File: src/rtl/mem_stage.sv
// rtl/mem_stage.sv - memory stage with multi-cycle data memory and MEM/WB register
//
// Ports:
//   clk           pipeline clock, rising edge
//   rst           synchronous reset, active-high
//   wb_en_in      write-back enable from EXE/MEM
//   mem_r_en      load request
//   mem_w_en      store request (wins over mem_r_en when both are set)
//   alu_res       ALU result, byte address for loads and stores
//   val_rm        store data
//   dst_in        destination register index
//   freeze        combinational stall request to upstream stages
//   wb_en_out     registered write-back enable
//   mem_read_out  registered write-back select (1 = memory data, 0 = ALU result)
//   alu_res_out   registered ALU result
//   mem_data_out  registered load data
//   dst_out       registered destination index
module mem_stage #(
   parameter int DATA_WIDTH  = 32,
   parameter int MEM_DEPTH   = 64,
   parameter int BASE_ADDR   = 1024,
   parameter int WAIT_CYCLES = 3
) (
   input  logic                  clk,
   input  logic                  rst,
   input  logic                  wb_en_in,
   input  logic                  mem_r_en,
   input  logic                  mem_w_en,
   input  logic [DATA_WIDTH-1:0] alu_res,
   input  logic [DATA_WIDTH-1:0] val_rm,
   input  logic [3:0]            dst_in,
   output logic                  freeze,
   output logic                  wb_en_out,
   output logic                  mem_read_out,
   output logic [DATA_WIDTH-1:0] alu_res_out,
   output logic [DATA_WIDTH-1:0] mem_data_out,
   output logic [3:0]            dst_out
);

   localparam int AW = $clog2(MEM_DEPTH);
   localparam int CW = (WAIT_CYCLES > 1) ? $clog2(WAIT_CYCLES) : 1;

   typedef enum logic [1:0] {
      IDLE   = 2'd0,
      ACCESS = 2'd1,
      DONE   = 2'd2
   } state_t;

   state_t                  state;
   logic [CW-1:0]           wait_cnt;
   logic                    req;
   logic                    is_load;
   logic [AW-1:0]           word_idx;
   logic [DATA_WIDTH-1:0]   rd_data;
   logic [DATA_WIDTH-1:0]   mem_array [MEM_DEPTH];

   assign req     = mem_r_en | mem_w_en;
   assign is_load = mem_r_en & ~mem_w_en;

   // Rebase to word 0, drop the byte offset, keep only the index bits so
   // addresses outside the window alias back into the array.
   assign word_idx = AW'((alu_res - DATA_WIDTH'(BASE_ADDR)) >> 2);

   assign rd_data = mem_array[word_idx];

   // DONE is the only cycle of an access in which upstream may advance.
   assign freeze = req & (state != DONE);

   always_ff @(posedge clk) begin
      if (rst) begin
         state    <= IDLE;
         wait_cnt <= '0;
      end else begin
         case (state)
            IDLE: begin
               if (req) begin
                  state    <= ACCESS;
                  wait_cnt <= '0;
               end
            end
            ACCESS: begin
               wait_cnt <= wait_cnt + CW'(1);
               if (wait_cnt == CW'(WAIT_CYCLES - 1)) begin
                  state <= DONE;
               end
            end
            DONE: begin
               state <= IDLE;
            end
            default: begin
               state    <= IDLE;
               wait_cnt <= '0;
            end
         endcase
      end
   end

   // The write lands on the edge leaving DONE; a reset in flight never
   // reaches DONE, so an aborted store leaves the array untouched.
   always_ff @(posedge clk) begin
      if (!rst && (state == DONE) && mem_w_en) begin
         mem_array[word_idx] <= val_rm;
      end
   end

   // MEM/WB register: bubbles during a stall keep the data fields so only
   // the enables need to be cleared.
   always_ff @(posedge clk) begin
      if (rst) begin
         wb_en_out    <= 1'b0;
         mem_read_out <= 1'b0;
         alu_res_out  <= '0;
         mem_data_out <= '0;
         dst_out      <= '0;
      end else if (freeze) begin
         wb_en_out    <= 1'b0;
         mem_read_out <= 1'b0;
      end else begin
         wb_en_out    <= wb_en_in;
         mem_read_out <= is_load;
         alu_res_out  <= alu_res;
         dst_out      <= dst_in;
         if (is_load && (state == DONE)) begin
            mem_data_out <= rd_data;
         end
      end
   end

endmodule
File: config.mk
export PLATFORM = sky130hd
export DESIGN_NAME = mem_stage
export DESIGN_NICKNAME = d
export VERILOG_FILES = /design/src/rtl/mem_stage.sv
export SDC_FILE = /design/constraint.sdc
export NUM_CORES = 2
export LEC_CHECK = 0
export CORE_MARGIN = 2
export CORE_UTILIZATION = 55
export CTS_BUF_LIST = sky130_fd_sc_hd__clkbuf_8
export DETAILED_ROUTE_END_ITERATION = 8
export PLACE_DENSITY = 0.72
export SLEW_MARGIN = 20
export SYNTH_ARGS = -nofsm -noshare
export SYNTH_HDL_FRONTEND = slang
export SYNTH_SLANG_ARGS = --single-unit
File: constraint.sdc
create_clock -name clk -period 6.3 [get_ports clk]
set_clock_uncertainty 0.05 [all_clocks]
set_input_delay 0.63 -clock clk [delete_from_list [all_inputs] [get_ports clk]]
set_output_delay 0.63 -clock clk [all_outputs]
set_load 0.005 [all_outputs]
# After elaboration in Yosys (flattened, before gate mapping)
# Memory sizes are Yosys's and may differ from the RTL's. A register that Yosys moved wholly into a read port is not among the register bits.
# Cells that the tools add are included.
[word_totals] input_bits=73 wordCells=37 register_bits=42 n_memories=1 ram_bits=2048
[mem_list] name="mem_array" words=64 width=32 rd=1 rd_clocked_by_memory_dff=1 write_ports=1 line_no="55" source="logic [DATA_WIDTH-1:0] mem_array [MEM_DEPTH];"
[classes] add_sub_neg=2 n_mux=7 bitwise=6 eq_ne=6 reduce_logical=9
[op_table] op="$sub 8x1->8 const B" n=1
[op_table] op="$mux 2" n=3
[op_table] op="$ne 2x2->1 const B" n=3
[op_table] op="$pmux 2 s3" n=1
[op_table] op="$reduce_and 2->1" n=3
[op_table] op="$eq 2x2->1 const B" n=2
[op_table] op="$pmux 2 s2" n=1
[op_table] op="$logic_and 1x1->1" n=3
[op_table] op="$not 1->1" n=3
[op_table] op="$add 2x1->2 const B" n=1
[op_table] op="$and 1x1->1" n=2
[op_table] op="$eq 2x1->1 const B" n=1
[op_table] op="$logic_not 2->1" n=1
[op_table] op="$mux 1" n=2
[op_table] op="$reduce_or 2->1" n=1
[op_table] op="$logic_not 1->1" n=1
[op_table] op="$or 1x1->1" n=1

# Logic depth before layout (Yosys ltp)
[logic_depth] word_depth=5 depth_mapped=11

# Least setup slack after synthesis
# OpenSTA, ideal clock, no wires.
[synth_path] path_kind="input to register" from="in alu_res[3]" to="mem mem_array[17][0], enable pin" slack_ps=2610 setup_time_ps=421 path_buffers=4 arrival_ps=3219 t_required_ps=5829 cell_stages=7 path_cell_list="buf_6 -> buf_6 -> buf_4 -> nor3b_2 -> clkbuf_1 -> nand2_1 -> nor2_1"
[synth_via] elab_chain_cells=1
[synth_lines] element="from (decl)" line_no="29" source="input logic [DATA_WIDTH-1:0] alu_res,"
[synth_lines] element="$sub 8x1->8" line_no="62" source="assign word_idx = AW'((alu_res - DATA_WIDTH'(BASE_ADDR)) >> 2);"
[synth_lines] element="to (decl)" line_no="55"
# No other way between the ends.

# Worst setup path in the final report
[layout_path] from="in alu_res[5]" to="reg mem_data_out[3] (read register of mem_array)"
[layout_via] elab_chain_cells=1
[layout_lines] element="$sub 8x1->8" line_no="62"
[layout_lines] element="to (decl)" line_no="36" source="output logic [DATA_WIDTH-1:0] mem_data_out,"
# No other way between the ends.
# A chain may end at the register's enable or synchronous reset.

==> flow_summary.ini <==
[status]
outcome = complete, no violations

[floorplan]
rows = 140
die_x_um = 388
fp.dieH_um = 388
initial_utilization = 0.555
dieArea_mm2 = 0.150
design.core.area_mm2 = 0.146
boundaryPins = 144

[synth]
synth_edf_count = 2048
synth_flop_cell = edfxtp_1
ys_warn_count = 0
synth_area_per_cell_um2 = 18.0
seq_area_frac_synth = 0.778
synth_fp_nets = 4580
synth.top_cells.by_area = edfxtp_1 (76%), mux2i_1 (2.8%), a221oi_1 (2.6%), mux4_2 (2.6%), a22oi_1 (2.4%)
ys_ff_latch = 2122
synthDominantCellAreaShare = 0.759
ys_types = 74
syn_inst = 4506
synth_top_area_cell = edfxtp_1
async_reset_ff_frac = 0
synthesis.area_mm2 = 0.0810

[final_layout]
syn_to_final_growth_pct = 13.1
final_common_cell = edfxtp_1
fin_nets = 4941
layout_common_cells = edfxtp_1 (2048), clkbuf_8 (366), a22oi_1 (262)
fillers = 10100
drive_gt1_frac = 0.199

[clock_network]
cts_tree = yes
holdBufCountCts = 0
numCtsBuffers = 341
clock_sinks = 2122
cts_setup_buffers = 0
clockRootBuffer = clkbuf_8
cts_buffer_depth = 4
ctsResizeCount = 0
clkTransAtPathRegs_ns = 0.06
insertion_delay_ns = 1.05
h-tree-depth = 5

[global_route]
grt_usage = 0.350
antenna_found_initial = 26
grt_pass1_vias = 47800
overflow = 0
grt_max_degree = 78
grt_pass1_wl_mm = 368

[power_and_ir_drop]
comb_power_share = 0.058
p_int_mw = 21.4
switchingPower_mw = 6.57
seq_power_share = 0.553
peakVddDrop_mv = 0.265
clockPowerShare = 0.389
p_leak_nw = 29.4
power_switching_share = 0.235
p_per_area_mw_per_mm2 = 306

[timing]
tightest_slew_ns = 1.25
finalCritPeriodShare = 0.606
slew-limit-headroom = 0.167
rsz0062_at_grt = false
whs_ns = 0.126
setup-tns-final_ns = 0
maxSlewViolCount = 0
period_needed_ns = 3.82
fmax_mhz = 262
hold_viol = 0
setup_violations = 0

[detailed_routing]
drt-initial-drc-count = 9103
drc = 0
first_pass_iters = 8
ant_nets = 0
finalWirelength_mm = 265
vias_per_cell = 7.10
wl_per_cell_um = 37.7
vias = 50000

[critical_path]
cp_max_fo = 25
rrSetupSlack_ns = 2.72
cp.arrival_ns = 4.64
required_ns = 7.13
cp-start-kind = primary input
path_cells = clkdlybuf4s50_1 > nand2_1 > or2_2 > o22ai_1 > a2111o_1 > a211oi_1 > a311oi_1
cp_slowest_cell = clkdlybuf4s50_1
critPathTopFamily = compound AO/OA/AOI/OAI gates
critPathMaxStageDelay_ns = 0.86
critPathKind = primary input to flop
endpoint_kind = flop
cp_num_buf_inv = 1

[run]
maxCapViolCount = 0

[place]
io_buffers = 143
hpwlAfterDp_mm = 154
gp_congestion = 0.946

[min_path]
hp-class = primary input to flop
cells in the mapped netlist (21+ instances only):
master and n:
a21oi_1 155, a221o_1 26, a221oi_1 238, a22o_1 41, a22oi_1 262, a311oi_1 22
a31oi_1 21, buf_1 34, buf_2 128, buf_4 49, clkbuf_1 105, dfxtp_1 74
edfxtp_1 2048, mux2_2 158, mux2i_1 229, mux4_2 92, nand2_1 183, nand3_1 25
nor2_1 176, nor3_1 26, o21ai_0 85, o22ai_1 103
worst paths after layout:
check | start | endpoint | cells after the start
max | alu_res[5] | mem_data_out[3] | 7
min | alu_res[0] | alu_res_out[0] | 3
max reg2reg | state[0] | mem_array[14][5] | 6
min reg2reg | alu_res_out[28] | alu_res_out[28] | 2
worst min-delay path: cells and delay by family:
family	cells	cell delay, ns
and+or+nand+nor	1	0.06
AOI/OAI and AO/OA	1	0.06
buffers and inverters	1	0.40
power by group through the flow:
stage          registers (mW)  clock network (mW)  logic, mW
6_report                 15.5                10.9       1.63
5_1_grt                  15.5                11.5       1.64
4_1_cts                  15.5                10.9       1.55
3_5_place_dp             15.8                   0       1.54
3_3_place_gp             15.8                   0       1.53
2_1_floorplan            15.8                   0      0.718
cells by family (layout without fill, tap and decap cells):
family                   count (synthesis)  in the layout  synth area share
AO/OA/AOI/OAI                         1089           1089            0.0992
adder cells (fa/ha/maj)                  1              1          0.000154
buffers and inverters                  332            939            0.0207
flip-flops                            2122           2122             0.778
multiplexers                           480            480            0.0760
other                                    0              6                 0
AND/OR/NAND/NOR                        482            482            0.0262
final cells by class:
type	count	area, µm²	area share
inverter	5	26.3	0.000287
timing repair buffer	345	3110	0.0340
clock inverter	223	1050	0.0115
multi-input combinational	2052	16900	0.185
antenna	6	15.0	0.000164
clock buffer	366	5040	0.0550
sequential	2122	63000	0.688
tap	1917	2400	0.0262
through the flow:
| stage | instance area, µm² | power [mW] | worst slack, ns | std cells | utilization |
|---|---|---|---|---|---|
| after floorplan | 81000 | 16.5 | 2.61 | 4506 | - |
| after global placement | 85200 | 17.3 | 1.80 | 6432 | 0.584 |
| after detailed placement | 85400 | 17.3 | 1.78 | 6441 | 0.586 |
| after CTS | 91500 | 27.9 | 2.81 | 7030 | 0.627 |
| after global routing | 91500 | 28.6 | 2.65 | 7031 | 0.627 |
| final | 91500 | 28.0 | 2.48 | 7036 | 0.627 |
metal layers:
metal	global-route usage	routed length (µm)	up-vias
met5	0	206	-
met4	0.162	14100	36
met3	0.157	47600	895
met2	0.497	114000	4830
met1	0.462	89600	24800
li1	-	-	19400
sequential cells by signal (all words and copies together), names as in the netlist:
name          cells
alu_res_out      32
dst_out           4
mem_array      2048
mem_data_out     32
mem_read_out      1
state             2
wait_cnt          2
wb_en_out         1
Power figures use the tool's default switching activity.
